==> src/rtl/title_pkg.sv <==
// Shared types and constants for the animated title overlay.
package title_pkg;
  localparam logic [7:0] TRANSPARENT_ENCODING = 8'hFF;
  localparam int COORD_W = 11;
  localparam int OFF_W   = 12;

  typedef enum logic [1:0] {IDLE, SLIDE, BLINK, SHOW} title_state_t;

  // Bitmap content as a closed-form pattern of the linear address; MSB is
  // always 0 so no stored pixel collides with the transparent code.
  function automatic logic [7:0] rom_byte(input logic [13:0] a);
    return {1'b0, a[6:0] ^ a[13:7]};
  endfunction
endpackage

==> src/rtl/title_rom.sv <==
// Synchronous-read bitmap store for all animation frames; one clock of latency.
module title_rom import title_pkg::*; #(
  parameter int AW = 13
) (
  input  logic          clk,
  input  logic [AW-1:0] addr,
  output logic [7:0]    data
);
  always_ff @(posedge clk) data <= rom_byte(14'(addr));
endmodule

==> src/rtl/animated_title.sv <==
// Animated title overlay: slide-in / blink / show FSM plus a 2-stage pixel path.
module animated_title import title_pkg::*; #(
  parameter int TOP_LEFT_X    = 170,
  parameter int TOP_LEFT_Y    = 10,
  parameter int WIDTH         = 60,
  parameter int HEIGHT        = 20,
  parameter int SCALE_SHIFT   = 2,
  parameter int FRAMES        = 4,
  parameter int FRAME_HOLD    = 8,
  parameter int SLIDE_STEP    = 4,
  parameter int BLINK_HOLD    = 15,
  parameter int BLINK_TOGGLES = 6
) (
  input  logic               clk,
  input  logic               resetN,
  input  logic [COORD_W-1:0] pixelX,
  input  logic [COORD_W-1:0] pixelY,
  input  logic               visible,
  input  logic               startOfFrame,
  input  logic               start,
  output logic               drawingRequest,
  output logic [7:0]         titleRGB,
  output logic               busy
);
  localparam int DEPTH = FRAMES * HEIGHT * WIDTH;
  localparam int AW    = (DEPTH > 1) ? $clog2(DEPTH) : 1;
  localparam int FW    = (FRAMES > 1) ? $clog2(FRAMES) : 1;

  localparam logic signed [OFF_W-1:0] LEFT_X  = OFF_W'(TOP_LEFT_X);
  localparam logic signed [OFF_W-1:0] TOP_Y   = OFF_W'(TOP_LEFT_Y);
  localparam logic signed [OFF_W-1:0] START_Y = OFF_W'(TOP_LEFT_Y - (HEIGHT << SCALE_SHIFT));
  localparam logic signed [OFF_W-1:0] STEP_Y  = OFF_W'(SLIDE_STEP);
  localparam logic signed [OFF_W-1:0] BOX_W   = OFF_W'(WIDTH << SCALE_SHIFT);
  localparam logic signed [OFF_W-1:0] BOX_H   = OFF_W'(HEIGHT << SCALE_SHIFT);
  localparam logic [15:0]   BLINK_LAST = 16'(BLINK_HOLD - 1);
  localparam logic [15:0]   HOLD_LAST  = 16'(FRAME_HOLD - 1);
  localparam logic [7:0]    TOG_LAST   = 8'(BLINK_TOGGLES - 1);
  localparam logic [FW-1:0] FRAME_LAST = FW'(FRAMES - 1);

  title_state_t             state_q;
  logic signed [OFF_W-1:0]  cur_y_q;
  logic [FW-1:0]            frame_q;
  logic                     blank_q, busy_q;
  logic [15:0]              cnt_q;
  logic [7:0]               tog_q;
  logic signed [OFF_W-1:0]  y_step;

  assign y_step = cur_y_q + STEP_Y;

  // All animation state moves only on startOfFrame (apart from launch) so a frame never tears.
  always_ff @(posedge clk or negedge resetN) begin
    if (!resetN) begin
      state_q <= IDLE;
      cur_y_q <= TOP_Y;
      frame_q <= '0;
      blank_q <= 1'b0;
      busy_q  <= 1'b0;
      cnt_q   <= '0;
      tog_q   <= '0;
    end else begin
      case (state_q)
        IDLE: if (start) begin
          state_q <= SLIDE;
          busy_q  <= 1'b1;
          cur_y_q <= START_Y;
          frame_q <= '0;
          blank_q <= 1'b0;
          cnt_q   <= '0;
          tog_q   <= '0;
        end
        SLIDE: if (startOfFrame) begin
          if (y_step >= TOP_Y) begin
            cur_y_q <= TOP_Y;
            state_q <= BLINK;
            cnt_q   <= '0;
          end else begin
            cur_y_q <= y_step;
          end
        end
        BLINK: if (startOfFrame) begin
          if (cnt_q == BLINK_LAST) begin
            cnt_q <= '0;
            tog_q <= tog_q + 8'd1;
            if (tog_q == TOG_LAST) begin
              state_q <= SHOW;
              blank_q <= 1'b0;
              busy_q  <= 1'b0;
            end else begin
              blank_q <= ~blank_q;
            end
          end else begin
            cnt_q <= cnt_q + 16'd1;
          end
        end
        SHOW: if (startOfFrame) begin
          if (cnt_q == HOLD_LAST) begin
            cnt_q   <= '0;
            frame_q <= (frame_q == FRAME_LAST) ? '0 : frame_q + FW'(1);
          end else begin
            cnt_q <= cnt_q + 16'd1;
          end
        end
        default: state_q <= IDLE;
      endcase
    end
  end

  logic signed [OFF_W-1:0] off_x, off_y;
  logic [OFF_W-1:0]        src_x, src_y;
  logic                    inside_d, inside_q, hit_q;
  logic [AW-1:0]           addr_d, addr_q;
  logic [7:0]              rom_data;

  assign off_x = $signed({1'b0, pixelX}) - LEFT_X;
  assign off_y = $signed({1'b0, pixelY}) - cur_y_q;
  assign src_x = OFF_W'($unsigned(off_x) >> SCALE_SHIFT);
  assign src_y = OFF_W'($unsigned(off_y) >> SCALE_SHIFT);

  // Negative offsets (left of box or rows still above the screen) fail the sign test.
  assign inside_d = visible && (state_q != IDLE) && !blank_q &&
                    !off_x[OFF_W-1] && (off_x < BOX_W) &&
                    !off_y[OFF_W-1] && (off_y < BOX_H);
  assign addr_d   = AW'((int'(frame_q) * HEIGHT + int'(src_y)) * WIDTH + int'(src_x));

  always_ff @(posedge clk or negedge resetN) begin
    if (!resetN) begin
      inside_q <= 1'b0;
      addr_q   <= '0;
      hit_q    <= 1'b0;
    end else begin
      inside_q <= inside_d;
      addr_q   <= addr_d;
      hit_q    <= inside_q;
    end
  end

  title_rom #(.AW(AW)) u_rom (
    .clk  (clk),
    .addr (addr_q),
    .data (rom_data)
  );

  assign titleRGB       = hit_q ? rom_data : TRANSPARENT_ENCODING;
  assign drawingRequest = (titleRGB != TRANSPARENT_ENCODING);
  assign busy           = busy_q;
endmodule

==> config.mk <==
export PLATFORM = sky130hd
export DESIGN_NAME = animated_title
export DESIGN_NICKNAME = d
export VERILOG_FILES = /design/src/rtl/title_pkg.sv /design/src/rtl/title_rom.sv /design/src/rtl/animated_title.sv
export SDC_FILE = /design/constraint.sdc
export NUM_CORES = 1
export LEC_CHECK = 0
export ABC_AREA = 1
export CAP_MARGIN = 20
export CORE_MARGIN = 2
export CORE_UTILIZATION = 56
export CTS_BUF_LIST = sky130_fd_sc_hd__clkbuf_4
export CTS_CLUSTER_DIAMETER = 40
export DETAILED_ROUTE_END_ITERATION = 10
export HOLD_SLACK_MARGIN = 0.05
export PLACE_DENSITY_LB_ADDON = 0.15
export SETUP_SLACK_MARGIN = 0.4
export SLEW_MARGIN = 5
export SYNTH_ARGS = -nofsm -noshare
export SYNTH_HDL_FRONTEND = slang
export SYNTH_HIERARCHICAL = 1
export SYNTH_SLANG_ARGS = --single-unit
==> constraint.sdc <==
create_clock -name clk -period 6.3 [get_ports clk]
set_clock_uncertainty 0.2 [all_clocks]
set_input_delay 0.63 -clock clk [delete_from_list [all_inputs] [get_ports clk]]
set_output_delay 0.63 -clock clk [all_outputs]
set_load 0.01 [all_outputs]
==> run summary <==
Synthesized area = 5783 sq um
Top cell type's share of synthesized area = 23.37%
Syn avg cell area = 6.959 sq um
Post-route cell area = 7009 sq um
Post-synthesis sequential area ratio = 26.70%
CTS tree = yes
FF-to-FF setup slack = 0.65 ns
Vias in the first global route = 5219
Synth unique cells = 43
Via count = 5409
Placed insts = 1035
Post-layout util = 68.82%
I/O pin total = 37
Max Slew Vio Count = 0
Post-synth EDFFs = 0
Area grow syn2layout = 21.20%
Reg-to-Reg Start = cur_y_q[3]
Setup Viol. Count Final = 0
Yosys warning total = 6
R2R depth = 33
Worst Setup Start Kind = register
CP Capture Type = register
Initial drt markers = 307
First-pass GRT wire length = 22.55 mm
Fmax = 177.0 MHz
Crit share post-route = 89.68%
Clk_lat worst skew = 0.46 ns
Leading area contributor after synthesis = dfrtp_1
Clock slew at reported path FFs = 0.12 ns
Top cells by area, synth = dfrtp_1, nand2_1, ha_1
Worst-Margin Slew = 0.7141 ns
Critical path's slowest cell = dfstp_2
GR met1 Demand/Resource = 31.42%
Worst path most repeated cell = inv_1
Share of cells above drive strength 1 = 14.02%
Syn Nets = 923
Fin nets = 1007
Status = complete, no violations
Residual DRC = 0
Core Region = 10180 sq um
WL/cell = 12.43 um
Ys flop type = dfrtp_1
Hold_buf cts = 0
Htree depth = 3
Largest net degree at the start of global routing = 57
CTS buffer count = 9
Finished Layout Cells = 1056
Worst Hold Class = in -> async
RR Endpoint = addr_q[12]
Arr. time, crit path = 5.82 ns
Initial Util = 56.78%
Crit-path max FO = 5
CTS root buffer = clkbuf_4
Max-cap violations = 0
Mapped Cells = 831
Antenna fix cells = 0
Max_slew headroom = 52.39%
IO buf count = 34
Clock Path Buffers = 2
M2 GR Usage = 41.89%
Post-synth ARST share = 88.89%
Tot GR Track Use = 24.71%
Full die area = 11160 sq um
Num rows = 37
Antenna-violating nets left = 0
Final Hold Viols = 0
Post-DP HPWL = 10.04 mm
Critical path class = reg -> reg
Clk sinks = 63
Die W = 105.6 um
GPL Wtd Cong = 0.9016
Fill cells = 868
Antenna violations before repair = 0
Placed cell area = 6571 sq um
Min cycle time layout = 5.650 ns
Via-to-Cell Ratio = 5.122
WL final = 13.13 mm
Synthesized flop and latch total = 63
Die Height = 105.6 um
Busiest grt layer = met2
Unrepaired setup endpoints after global routing = false
First-pass DRT Iterations = 6
Met3 GRT Util = 5.751%
WP data required = 6.47 ns
CP peak stage delay = 0.56 ns
Remaining Overflow, GRT = 0
## metrics by stage
step           setup slack, ns  hold WS, ns  TNS, ns
6_report                0.6502      0.09846        0
5_1_grt                 0.3139       0.1458        0
4_1_cts                 0.4040       0.1020        0
3_5_place_dp           -0.2188       0.1269  -0.2205
3_3_place_gp           -0.1741       0.1296  -0.1741
2_1_floorplan           0.4065       0.1242        0
## worst max path at each step
stage          cells after the start  startpoint    endpoint  slack (ns)
4_1_cts                           33   pixelY[3]  addr_q[12]        0.40
5_1_grt                           33  cur_y_q[1]  addr_q[12]        0.31
3_3_place_gp                      33   pixelY[3]  addr_q[12]       -0.17
2_1_floorplan                     32   pixelY[3]  addr_q[12]        0.41
3_5_place_dp                      31   pixelY[4]  addr_q[12]       -0.22
6_report                          33  cur_y_q[3]  addr_q[12]        0.65
## cell families (layout without fill, tap and decap cells)
logic type | Yosys count | count (layout) | share of synthesized area (%)
buffers and inverters | 171 | 260 | 11.38
and+or+nand+nor | 396 | 396 | 30.03
AOI/OAI and AO/OA | 86 | 86 | 8.655
adders and majority gates | 65 | 65 | 15.75
other | 1 | 1 | 0.06484
DFF | 63 | 63 | 26.70
xor gates and xnor gates | 49 | 49 | 7.421
## routing by layer
layer  vias up  wire [um]
li1       2805          -
met1      2468       6105
met2       114       6242
met3        22        555
met4         0        224
met5         -          0
## layout make-up
cell class / count / area [sq um] / share of cell area, %
timing repair buffer: 82 / 705.7 / 10.07
tap: 136 / 170.2 / 2.428
sequential: 63 / 1545 / 22.05
multi-input combinational: 597 / 3820 / 54.50
inverter: 162 / 608.1 / 8.675
clock buffer: 10 / 75.07 / 1.071
clock inverter: 6 / 85.08 / 1.214
## critical path: cells and delay by family, from the launching register on
family / cells / cell delay [ns]
adders and majority gates: 6 / 2.33
and+or+nand+nor: 12 / 1.03
DFF: 1 / 0.56
buffers and inverters: 8 / 0.56
AOI/OAI and AO/OA: 5 / 0.54
xor gates and xnor gates: 2 / 0.35
## timing repair
item	in CTS	in global routing
gates resized for setup	5	50
endpoints found under the hold margin	0	0
pin swaps	2	21
buffers inserted	1	4
setup endpoints to repair	1	3
## sequential cells by signal, indices dropped and copies added, names as in the netlist
signal      flops
state_q         2
busy            1
addr_q         13
inside_q        1
frame_q         2
hit_q           1
tog_q           8
u_rom/data      7
blank_q         1
cur_y_q        11
cnt_q          16
## cells in the mapped netlist, types with 4 or more instances
cell	number
nor2_1	44
a22oi_1	5
nand2_1	229
dfrtp_1	54
inv_1	159
a21oi_1	43
dfxtp_1	7
nand4_1	15
o21ai_0	21
ha_1	52
o21bai_1	5
nand3_1	68
xor2_1	39
clkbuf_1	5
fa_1	13
or2_2	6
o31ai_1	4
xnor2_1	10
nor3_1	11
nor4_1	10
## placed cells by master, fill, tap and decap left out, drive strengths merged, types with 11 or more instances in the layout
cell type / count
nor4: 11
dfrtp: 54
o21ai: 21
xor2: 39
nand2: 232
nor3: 13
inv: 160
buf: 49
a21oi: 43
nand3: 69
nand4: 15
clkdlybuf4s50: 29
nor2: 44
ha: 52
fa: 13
Power is left out: the tool's default activity adds up to more than one toggle a clock period on the data nets, which glitch-free logic cannot reach.
==> RTL edit: new RTL, same flow settings <==
Register the output `drawingRequest`, with the module's reset; this adds one clock of latency there. The other outputs are not delayed to match.
--- a/src/rtl/animated_title.sv
+++ b/src/rtl/animated_title.sv
@@ -141,7 +141,13 @@
   );
 
   assign titleRGB       = hit_q ? rom_data : TRANSPARENT_ENCODING;
-  assign drawingRequest = (titleRGB != TRANSPARENT_ENCODING);
+  always_ff @(posedge clk or negedge resetN) begin
+    if (!resetN) begin
+      drawingRequest <= '0;
+    end else begin
+      drawingRequest <= (titleRGB != TRANSPARENT_ENCODING);
+    end
+  end
   assign busy           = busy_q;
 endmodule
 
Check against the original RTL: not equivalent (a bounded check fails within 4 cycles, from zero or initial values and one cycle with resetN low).
==> RTL edit against the unedited design <==
Synthesized area grew 1.5%. Setup slack worse by 0.024 ns. Highest routed layer unchanged. Sequential share of layout area hardly changed. Critical path type unchanged. Final area up 1.5%. Wire length grew 4.5%. Sequential cell count is 1 higher. Largest cell class unchanged.
Power is left out: the tool's default activity adds up to more than one toggle a clock period on the data nets, which glitch-free logic cannot reach.
==> RTL edit: results (changes against the unedited design) <==
[status]
status=finished clean  ; unchanged

[yosys]
yosys.cell_types.count=45  ; was 43
synth_nets=925  ; was 923
async_flop_share=0.891  ; was 0.889
synthAdderAreaFrac=0.155  ; was 0.158
synth-xor-area-share=0.0746  ; was 0.0742
synth_common_cells=nand2_1 (221), inv_1 (162), dfrtp_1 (55)  ; was nand2_1 (229), inv_1 (159), nand3_1 (68)
synth_compound_area_frac=0.0878  ; was 0.0865
ys_seq_area_frac=0.267  ; about the same
ys_top_cells_by_area=dfrtp_1 (23%), nand2_1 (14%), ha_1 (11%)  ; was dfrtp_1 (23%), nand2_1 (15%), ha_1 (11%)

[global_route]
grt_pass1_vias=5430  ; was 5,219
grt_max_degree=58  ; was 57
grtUsageMet3=0.0515  ; was 0.0575
met1_usage=0.315  ; was 0.314
grt_first_pass_wirelength_um=23300  ; was 22,500 um
met2_usage=0.440  ; was 0.419
track_usage=0.255  ; was 0.247

[cells_and_area]
final_nets=1006  ; was 1,007
drive_above_1_share=0.170  ; was 0.140

[setup_path]
ff2ff_setup_slack_ns=0.63  ; was 0.65 ns
cp_top_family=adder cells  ; unchanged
crit_arrival_ns=5.81  ; was 5.82 ns
reg2reg_depth=34  ; was 33

[clock_tree]
clock_latency_ns=0.44  ; was 0.46 ns

[detailed_routing]
drt-initial-drc-count=313  ; was 307
routed_via_density=5.21  ; was 5.12
met1_length_um=6100  ; was 6110 um
firstDrtPassIters=5  ; was 6
dr_wl_met3_um=502  ; was 555 um
wl_met2_um=6930  ; was 6240 um
wl_um=13700  ; was 13,100 um

[placed_design]
gp_congestion=0.869  ; was 0.902
dp_hpwl_um=10300  ; was 10,000 um

[timing]
max_slew_margin=0.401  ; was 0.524

[RTL edit: final cells by class]
class / count / area, um2
Multi-Input combinational cell: 591 / 3900
Sequential cell: 64 / 1570
Clock inverter: 6 / 61.3
Timing Repair Buffer: 84 / 721
Tap cell: 136 / 170
Clock buffer: 10 / 75.1
Fill cell: 834 / 3110
Inverter: 164 / 616
[RTL edit: metrics by stage]
stage               cell area [um2]  cells  hold slack, ns  setup slack [ns]  utilization
finish                         7120   1055           0.114             0.626        0.696
CTS                            6840   1048           0.136             0.400        0.668
floorplan                      5880    833           0.124             0.403            -
global route                   7120   1055           0.164             0.327        0.696
detailed placement             6610   1029           0.132            -0.374        0.646
global placement               6610   1029           0.130            -0.177        0.646
[RTL edit: repair_timing]
action                                  in CTS  in global routing
endpoints found under the setup margin       3                  4
pin swaps                                    3                 29
resized for setup                           12                 57
buffers inserted                             3                  7
hold buffers                                 0                  0
